<file path="src/rtl/booth_mult_ctrl.sv">
`default_nettype none
// ============================================================================
// Module   : booth_mult_ctrl
// Brief    : Sequencer for a Booth shift-add multiplier datapath; issues
//            clear/load/shift strobes for N iterations and pulses done.
// Revision : 1.0 - initial release
// ============================================================================
module booth_mult_ctrl #(
    parameter int N = 4
) (
    input  logic       clk,
    input  logic       rst,
    input  logic       start,
    input  logic [1:0] booth_pair,
    output logic       dp_clr,
    output logic       dp_load_m,
    output logic       dp_load_s,
    output logic       dp_shift,
    output logic       alu_sub,
    output logic       busy,
    output logic       done
);

    localparam int CNT_W = (N > 1) ? $clog2(N) : 1;
    localparam logic [CNT_W-1:0] C_LAST = CNT_W'(N - 1);

    localparam logic [2:0] S_IDLE  = 3'd0;
    localparam logic [2:0] S_CLEAR = 3'd1;
    localparam logic [2:0] S_LOADM = 3'd2;
    localparam logic [2:0] S_EVAL  = 3'd3;
    localparam logic [2:0] S_ADD   = 3'd4;
    localparam logic [2:0] S_SHIFT = 3'd5;
    localparam logic [2:0] S_DONE  = 3'd6;

    logic [2:0]       r_state;
    logic [2:0]       w_next;
    logic [CNT_W-1:0] r_cnt;
    logic [1:0]       r_pair;

    always_ff @(posedge clk) begin
        if (rst) begin
            r_state <= S_IDLE;
            r_cnt   <= '0;
            r_pair  <= 2'b00;
        end else begin
            r_state <= w_next;
            if (r_state == S_IDLE || r_state == S_CLEAR) begin
                r_cnt <= '0;
            end else if (r_state == S_SHIFT && r_cnt != C_LAST) begin
                r_cnt <= r_cnt + 1'b1;
            end
            // Captured so the add/subtract choice stays stable through ADD
            if (r_state == S_EVAL) begin
                r_pair <= booth_pair;
            end
        end
    end

    always_comb begin
        w_next = S_IDLE;
        case (r_state)
            S_IDLE:  w_next = start ? S_CLEAR : S_IDLE;
            S_CLEAR: w_next = S_LOADM;
            S_LOADM: w_next = S_EVAL;
            S_EVAL:  w_next = (booth_pair[1] ^ booth_pair[0]) ? S_ADD : S_SHIFT;
            S_ADD:   w_next = S_SHIFT;
            S_SHIFT: w_next = (r_cnt == C_LAST) ? S_DONE : S_EVAL;
            S_DONE:  w_next = S_IDLE;
            default: w_next = S_IDLE;
        endcase
    end

    always_comb begin
        dp_clr    = (r_state == S_CLEAR);
        dp_load_m = (r_state == S_LOADM);
        dp_load_s = (r_state == S_ADD);
        dp_shift  = (r_state == S_SHIFT);
        alu_sub   = (r_state == S_ADD) && (r_pair == 2'b10);
        busy      = (r_state != S_IDLE);
        done      = (r_state == S_DONE);
    end

endmodule
`default_nettype wire

</file>
<file path="config.mk">
export PLATFORM = sky130hd
export DESIGN_NAME = booth_mult_ctrl
export DESIGN_NICKNAME = d
export VERILOG_FILES = /design/src/rtl/booth_mult_ctrl.sv
export SDC_FILE = /design/constraint.sdc
export NUM_CORES = 1
export LEC_CHECK = 0
export ABC_AREA = 1
export CORE_AREA = 2 2 39 41
export CTS_BUF_LIST = sky130_fd_sc_hd__clkbuf_4
export CTS_CLUSTER_DIAMETER = 60
export DETAILED_ROUTE_END_ITERATION = 8
export DIE_AREA = 0 0 41 43
export SYNTH_ARGS = -nofsm -noshare
export SYNTH_HDL_FRONTEND = slang
export SYNTH_SLANG_ARGS = --single-unit
</file>
<file path="constraint.sdc">
create_clock -name clk -period 2.2 [get_ports clk]
set_input_delay 0.33 -clock clk [delete_from_list [all_inputs] [get_ports clk]]
set_output_delay 0.33 -clock clk [all_outputs]
set_load 0.005 [all_outputs]
</file>
==> impl_results.md, run 1 <==
* Largest net degree at the start of global routing at 10
* Worst-skew pair later-pin latency at 0.26 ns
* Layout cell share with drive strength beyond 1 at 10.7%
* Setup crit start: r_state[2]$_SDFF_PP0_
* Worst EP required at 1.87 ns
* Vias per cell at 4.41
* HP Class: flop to flop
* Post-synthesis sequential area ratio at 35.0%
* WHS at 0.484 ns
* Via count at 401
* Critical path launch point type: flop
* Synthesis-stage register bit count at 7
* Hpwl dp at 622 um
* Bufs and invs on worst path at 2
* Worst path slowest cell: clkdlybuf4s50_1
* Yosys warning total at 0
* I/O Pins at 12
* Die X at 41 um
* Tightest Pin Transition at 0.288 ns
* Core ar. at 1380 um2
* CTS Hold Buffers Added at 0
* Post-layout util at 39.4%
* Post-synth cell types at 15
* Most frequent cells in the layout: 14 x nand2_1, 11 x inv_1, 11 x clkdlybuf4s50_1, 7 x a21oi_1, 7 x dfxtp_1
* Starting DRC count in detailed routing at 2
* Mapped Cells at 62
* Worst-path maximum fanout at 9
* H-tree depth at 1
* Nets at 82
* Starting Density at 28.9%
* Antenna diodes at 0
* Arr. time, crit path at 1.58 ns
* Clock Skew at 0.00752 ns
* Global-route wire length before repair at 1340 um
* GPL Wtd Cong at 0.751
* Num Clock Sinks at 7
* Leakage power at 0.253 nW
* Synth Cell Area at 400 um2
* Antenna viol nets, final at 0
* Power Dens Cells at 609 nW/um2
* Overflow after GRT at 0
* RSZ-0062 raised after global routing: false
* Most common cell after layout, fill and taps aside: nand2_1
* Die height at 43 um
* Number of global-route vias before repair at 343
* Final hold vios at 0
* VDD IR max at 230 uV
* Largest delay share family, worst path: buffers and inverters
* Initial antenna violation count at 0
* Outcome: completed
* Worst r2r src: r_state[0]$_SDFF_PP0_
* Post-Place Setup Slack at 0.575 ns
* Slew headroom at 80.7%
* Syn_nets at 68
* Final Max Slew Viols at 0
* Die ar. at 1760 um2
* Fin Setup TNS at 0 ns
* WL/cell at 8.79 um
* Hold path start: r_cnt[1]$_SDFFE_PP0P_
* Postcts setup bufs at 0
* Buffers on Ports at 11
* CTS resizes at 0
* DRC viols at 0
* Clock Tree Root: clkbuf_4
* Dpl cell area at 515 um2
* DRT Wirelength at 800 um
* TritonCTS buffer count at 3
* Layout overhead on the synthesized area at 36.2%
* Final worst slack at 0.292 ns
* Syn Area/Cell at 6.46 um2
* Fin crit share at 86.7%
* Finish-stage setup viols at 0
* Max Root-Sink Buffers at 2
* Critical path class: flop to output pin
* Fmax at 524 MHz
* Rows at 14
* TritonCTS clock tree: done
* Maxcap violations at 0
* Worst setup EP type: output pin
* Most used cell, CP: nand2_1
* Pre-antenna DRT Iters at 2
* Worst-path clk slew at 0.05 ns
* Crit-path cells: nand2_1, inv_1, nand2_1, nor2_1, clkdlybuf4s50_1
* All-layer global routing usage at 11.8%
* Post-route cell area at 546 um2
* Minimum clock period at 1.91 ns
* # fillers at 164
* CP peak stage delay at 0.50 ns
## path summary, 6_finish.rpt
path / to / slack, ns / cells past startpoint
setup / recovery: alu_sub / 0.29 / 5
hold / removal: r_cnt[1]$_SDFFE_PP0P_ / 0.48 / 2
setup reg to reg: r_cnt[1]$_SDFFE_PP0P_ / 1.12 / 5
hold reg to reg: r_cnt[1]$_SDFFE_PP0P_ / 0.48 / 2
## through the flow
step,total power [W],std cells
final,0.000332,91
after global routing,0.000359,91
after CTS,0.000339,91
after detailed placement,0.000204,87
after global placement,0.000204,87
after floorplan,0.000179,62
## worst reg2reg max path, cell delays in order (launching register included)
cell and delay (ns):
dfxtp_1 0.45, inv_2 0.08, nor2_2 0.10, nand3_1 0.13, o21bai_1 0.16, nor2_1 0.05
## layer usage
| layer | global-route usage, % | part of all wire [%] |
|---|---|---|
| met5 | 0 | 0 |
| met4 | 10.0 | 1.8 |
| met3 | 4.71 | 7.8 |
| met2 | 14.4 | 43 |
| met1 | 15.2 | 47 |
## flip-flops by register name, summed over array words and instances (netlist names)
register / flops
r_state: 3
r_pair: 2
r_cnt: 2
## cells in the mapped netlist
library cell,number,area share (%)
nand2_1,14,13
inv_1,11,10
a21oi_1,7,8.7
dfxtp_1,7,35
nor2_1,6,5.6
nand3_1,4,5.0
o21ai_0,3,3.7
buf_4,2,3.7
nor2_2,2,3.1
ha_1,1,3.1
inv_2,1,0.94
nand4_1,1,1.6
nor2_4,1,2.8
nor3_1,1,1.2
o21bai_1,1,1.9
## power breakdown
part | internal, W | switching (W)
clock network | 0.0000816 | 0.0000494
logic | 0.0000317 | 0.0000262
registers | 0.000133 | 0.0000101
## layout make-up
type / instances / area [um2] / area share (%)
flip-flops and latches: 7 / 140 / 25.7
repair buffers: 11 / 110 / 20.2
well taps: 16 / 20.0 / 3.67
inverters: 12 / 45.0 / 8.26
multi-input cells: 41 / 200 / 36.7
clock buffers: 4 / 30.0 / 5.50
## kinds of logic (layout without fill, tap and decap cells)
family	count (synthesis)	count (layout)	synth area share, %
buffers and inverters	14	27	15.0
AND/OR/NAND/NOR	29	29	32.5
flip-flops	7	7	35.0
adder cells (fa/ha/maj)	1	1	3.12
AO/OA/AOI/OAI	11	11	14.4
Note: power is estimated with default switching activity, not from simulation.
==> inputs of run 2 (changes only) <==
--- a/config.mk
+++ b/config.mk
@@ -6,6 +6,7 @@
 export NUM_CORES = 1
 export LEC_CHECK = 0
 export ABC_AREA = 1
+export CAP_MARGIN = 20
 export CORE_AREA = 2 2 39 41
 export CTS_BUF_LIST = sky130_fd_sc_hd__clkbuf_4
 export CTS_CLUSTER_DIAMETER = 60
==> constraint.sdc (replaced) <==
create_clock -name clk -period 2.2 [get_ports clk]
set_input_delay 0.33 -clock clk [delete_from_list [all_inputs] [get_ports clk]]
set_output_delay 0.33 -clock clk [all_outputs]
set_load 0.05 [all_outputs]
==> run 2 against run 1 <==
Clock power barely moved. Critical path type unchanged. Critical endpoint is now dp_load_s. Largest cell class unchanged. Final cell count did not move. Worst hold slack barely moved. Total power rose by 8.8%.
==> impl_results.md, run 2 (synthesis gave the netlist of run 1 again) <==
* Outcome: completed (unchanged)
* Nets at 82 (unchanged)
* GPL Wtd Cong at 0.717 (was 0.751)
* CP peak stage delay at 0.80 ns (was 0.50 ns)
* Bufs and invs on worst path at 2 (unchanged)
* Number of global-route vias before repair at 356 (was 343)
* Worst EP required at 1.87 ns (about the same)
* Worst-path clk slew at 0.06 ns (was 0.05 ns)
* Clock Tree Root: clkbuf_4 (unchanged)
* Starting Density at 28.9% (unchanged)
* Leakage power at 0.291 nW (was 0.253 nW)
* Power Dens Cells at 665 nW/um2 (was 609 nW/um2)
* Worst setup EP type: output pin (unchanged)
* WL/cell at 8.81 um (was 8.79 um)
* Starting DRC count in detailed routing at 9 (was 2)
* Fmax at 480 MHz (was 524 MHz)
* Setup crit start: r_state[2]$_SDFF_PP0_ (unchanged)
* RSZ-0062 raised after global routing: false (unchanged)
* Most common cell after layout, fill and taps aside: nand2_1 (unchanged)
* Pre-antenna DRT Iters at 4 (was 2)
* Antenna viol nets, final at 0 (unchanged)
* Largest delay share family, worst path: buffers and inverters (unchanged)
* All-layer global routing usage at 12.0% (was 11.8%)
* CTS Hold Buffers Added at 0 (unchanged)
* Die ar. at 1760 um2 (unchanged)
* Maxcap violations at 0 (unchanged)
* Worst path slowest cell: clkdlybuf4s50_1 (unchanged)
* Fin crit share at 94.7% (was 86.7%)
* Hpwl dp at 610 um (was 622 um)
* Antenna diodes at 0 (unchanged)
* Finish-stage setup viols at 0 (unchanged)
* Die X at 41 um (unchanged)
* Tightest Pin Transition at 0.502 ns (was 0.288 ns)
* Die height at 43 um (unchanged)
* Worst-skew pair later-pin latency at 0.26 ns (about the same)
* Minimum clock period at 2.08 ns (was 1.91 ns)
* Largest net degree at the start of global routing at 10 (unchanged)
* Critical path launch point type: flop (unchanged)
* Core ar. at 1380 um2 (unchanged)
* Rows at 14 (unchanged)
* Max Root-Sink Buffers at 2 (unchanged)
* Clock Skew at 0.00651 ns (was 0.00752 ns)
* DP Cell Count at 87 (unchanged)
* Top Registers: r_state: 3 flops, r_cnt: 2 flops, r_pair: 2 flops (unchanged)
* TritonCTS buffer count at 3 (unchanged)
* Global-route wire length before repair at 1320 um (was 1340 um)
* TritonCTS clock tree: done (unchanged)
* I/O Pins at 12 (unchanged)
* Biggest register: r_state (unchanged)
* DRC viols at 0 (unchanged)
* Hold path start: r_cnt[0]$_SDFFE_PP0P_ (was r_cnt[1]$_SDFFE_PP0P_)
* Arr. time, crit path at 1.75 ns (was 1.58 ns)
* Worst-path maximum fanout at 9 (unchanged)
* Overflow after GRT at 0 (unchanged)
* DRT Wirelength at 802 um (was 800 um)
* # fillers at 152 (was 164)
* Num Clock Sinks at 7 (unchanged)
* Final hold vios at 0 (unchanged)
* H-tree depth at 1 (unchanged)
* VDD IR max at 427 uV (was 230 uV)
* Buffers on Ports at 11 (unchanged)
* Max reg flops at 3 (unchanged)
* Slew headroom at 66.5% (was 80.7%)
* Initial antenna violation count at 0 (unchanged)
* Vias per cell at 4.31 (was 4.41)
* Final Max Slew Viols at 0 (unchanged)
* Post-layout util at 39.2% (was 39.4%)
* Most frequent cells in the layout: 14 x nand2_1, 11 x inv_1, 7 x a21oi_1, 7 x dfxtp_1 (was 14 x nand2_1, 11 x inv_1, 11 x clkdlybuf4s50_1, 7 x a21oi_1, 7 x dfxtp_1)
* HP Class: flop to flop (unchanged)
* Fin Setup TNS at 0 ns (unchanged)
* Worst r2r src: r_state[2]$_SDFF_PP0_ (was r_state[0]$_SDFF_PP0_)
* Non-Filler Instances at 91 (unchanged)
* Layout overhead on the synthesized area at 35.6% (was 36.2%)
* Via count at 392 (was 401)
* Layout cell share with drive strength beyond 1 at 14.7% (was 10.7%)
* Power Total at 0.000361 W (was 0.000332 W)
* Critical path class: flop to output pin (unchanged)
* Crit-path cells: nand2_1, inv_1, clkdlybuf4s50_1 (was nand2_1, inv_1, nand2_1, nor2_1, clkdlybuf4s50_1)
-- run 2: power breakdown --
part,switching [W],internal (W)
logic,0.0000537,0.0000313
clock network,0.0000519,0.0000818
registers,0.00000957,0.000133
-- run 2: worst paths after layout --
path	to	cells past startpoint	slack, ns
min	r_cnt[0]$_SDFFE_PP0P_	2	0.48
min reg2reg	r_cnt[0]$_SDFFE_PP0P_	2	0.48
max reg2reg	r_state[2]$_SDFF_PP0_	5	1.12
max	dp_load_s	3	0.12
-- run 2: layout make-up --
cell class / instances / area, um2 / area share (%)
clock buffer: 4 / 30.0 / 5.53
inverter: 12 / 45.0 / 8.29
multi-input combinational: 41 / 200 / 36.9
sequential: 7 / 140 / 25.8
tap: 16 / 20.0 / 3.69
timing repair buffer: 11 / 108 / 19.8
-- run 2: repair_timing --
item	CTS	global route
endpoints found under the setup margin	0	2
buffers inserted	0	0
resized for setup	0	2
-- run 2: metal layers --
| layer | GRT usage, % | vias up | wire, um |
|---|---|---|---|
| met5 | 0 | - | 0 |
| met4 | 6.00 | 0 | 17 |
| met3 | 9.42 | 2 | 80 |
| met2 | 15.0 | 16 | 312 |
| met1 | 14.3 | 157 | 392 |
| li1 | - | 217 | - |
-- run 2: through the flow --
stage	hold slack (ns)	setup WS (ns)	area, um2
final	0.484	0.118	543
after global routing	0.542	0.0423	543
after CTS	0.489	0.0589	538
after detailed placement	0.481	0.339	508
after global placement	0.478	0.335	508
after floorplan	0.399	0.212	400
-- run 2: worst min-delay path: stages, from the launching register on --
cell and delay [ns]:
dfxtp_1 0.32, nand2_1 0.06, a21oi_1 0.05
==> inputs of run 3 (changes only) <==
--- a/config.mk
+++ b/config.mk
@@ -12,6 +12,7 @@
 export CTS_CLUSTER_DIAMETER = 60
 export DETAILED_ROUTE_END_ITERATION = 8
 export DIE_AREA = 0 0 41 43
+export SLEW_MARGIN = 5
 export SYNTH_ARGS = -nofsm -noshare
 export SYNTH_HDL_FRONTEND = slang
 export SYNTH_SLANG_ARGS = --single-unit
==> results of run 3 <==
Final layout, timing and power as in run 2 (identical DEF).
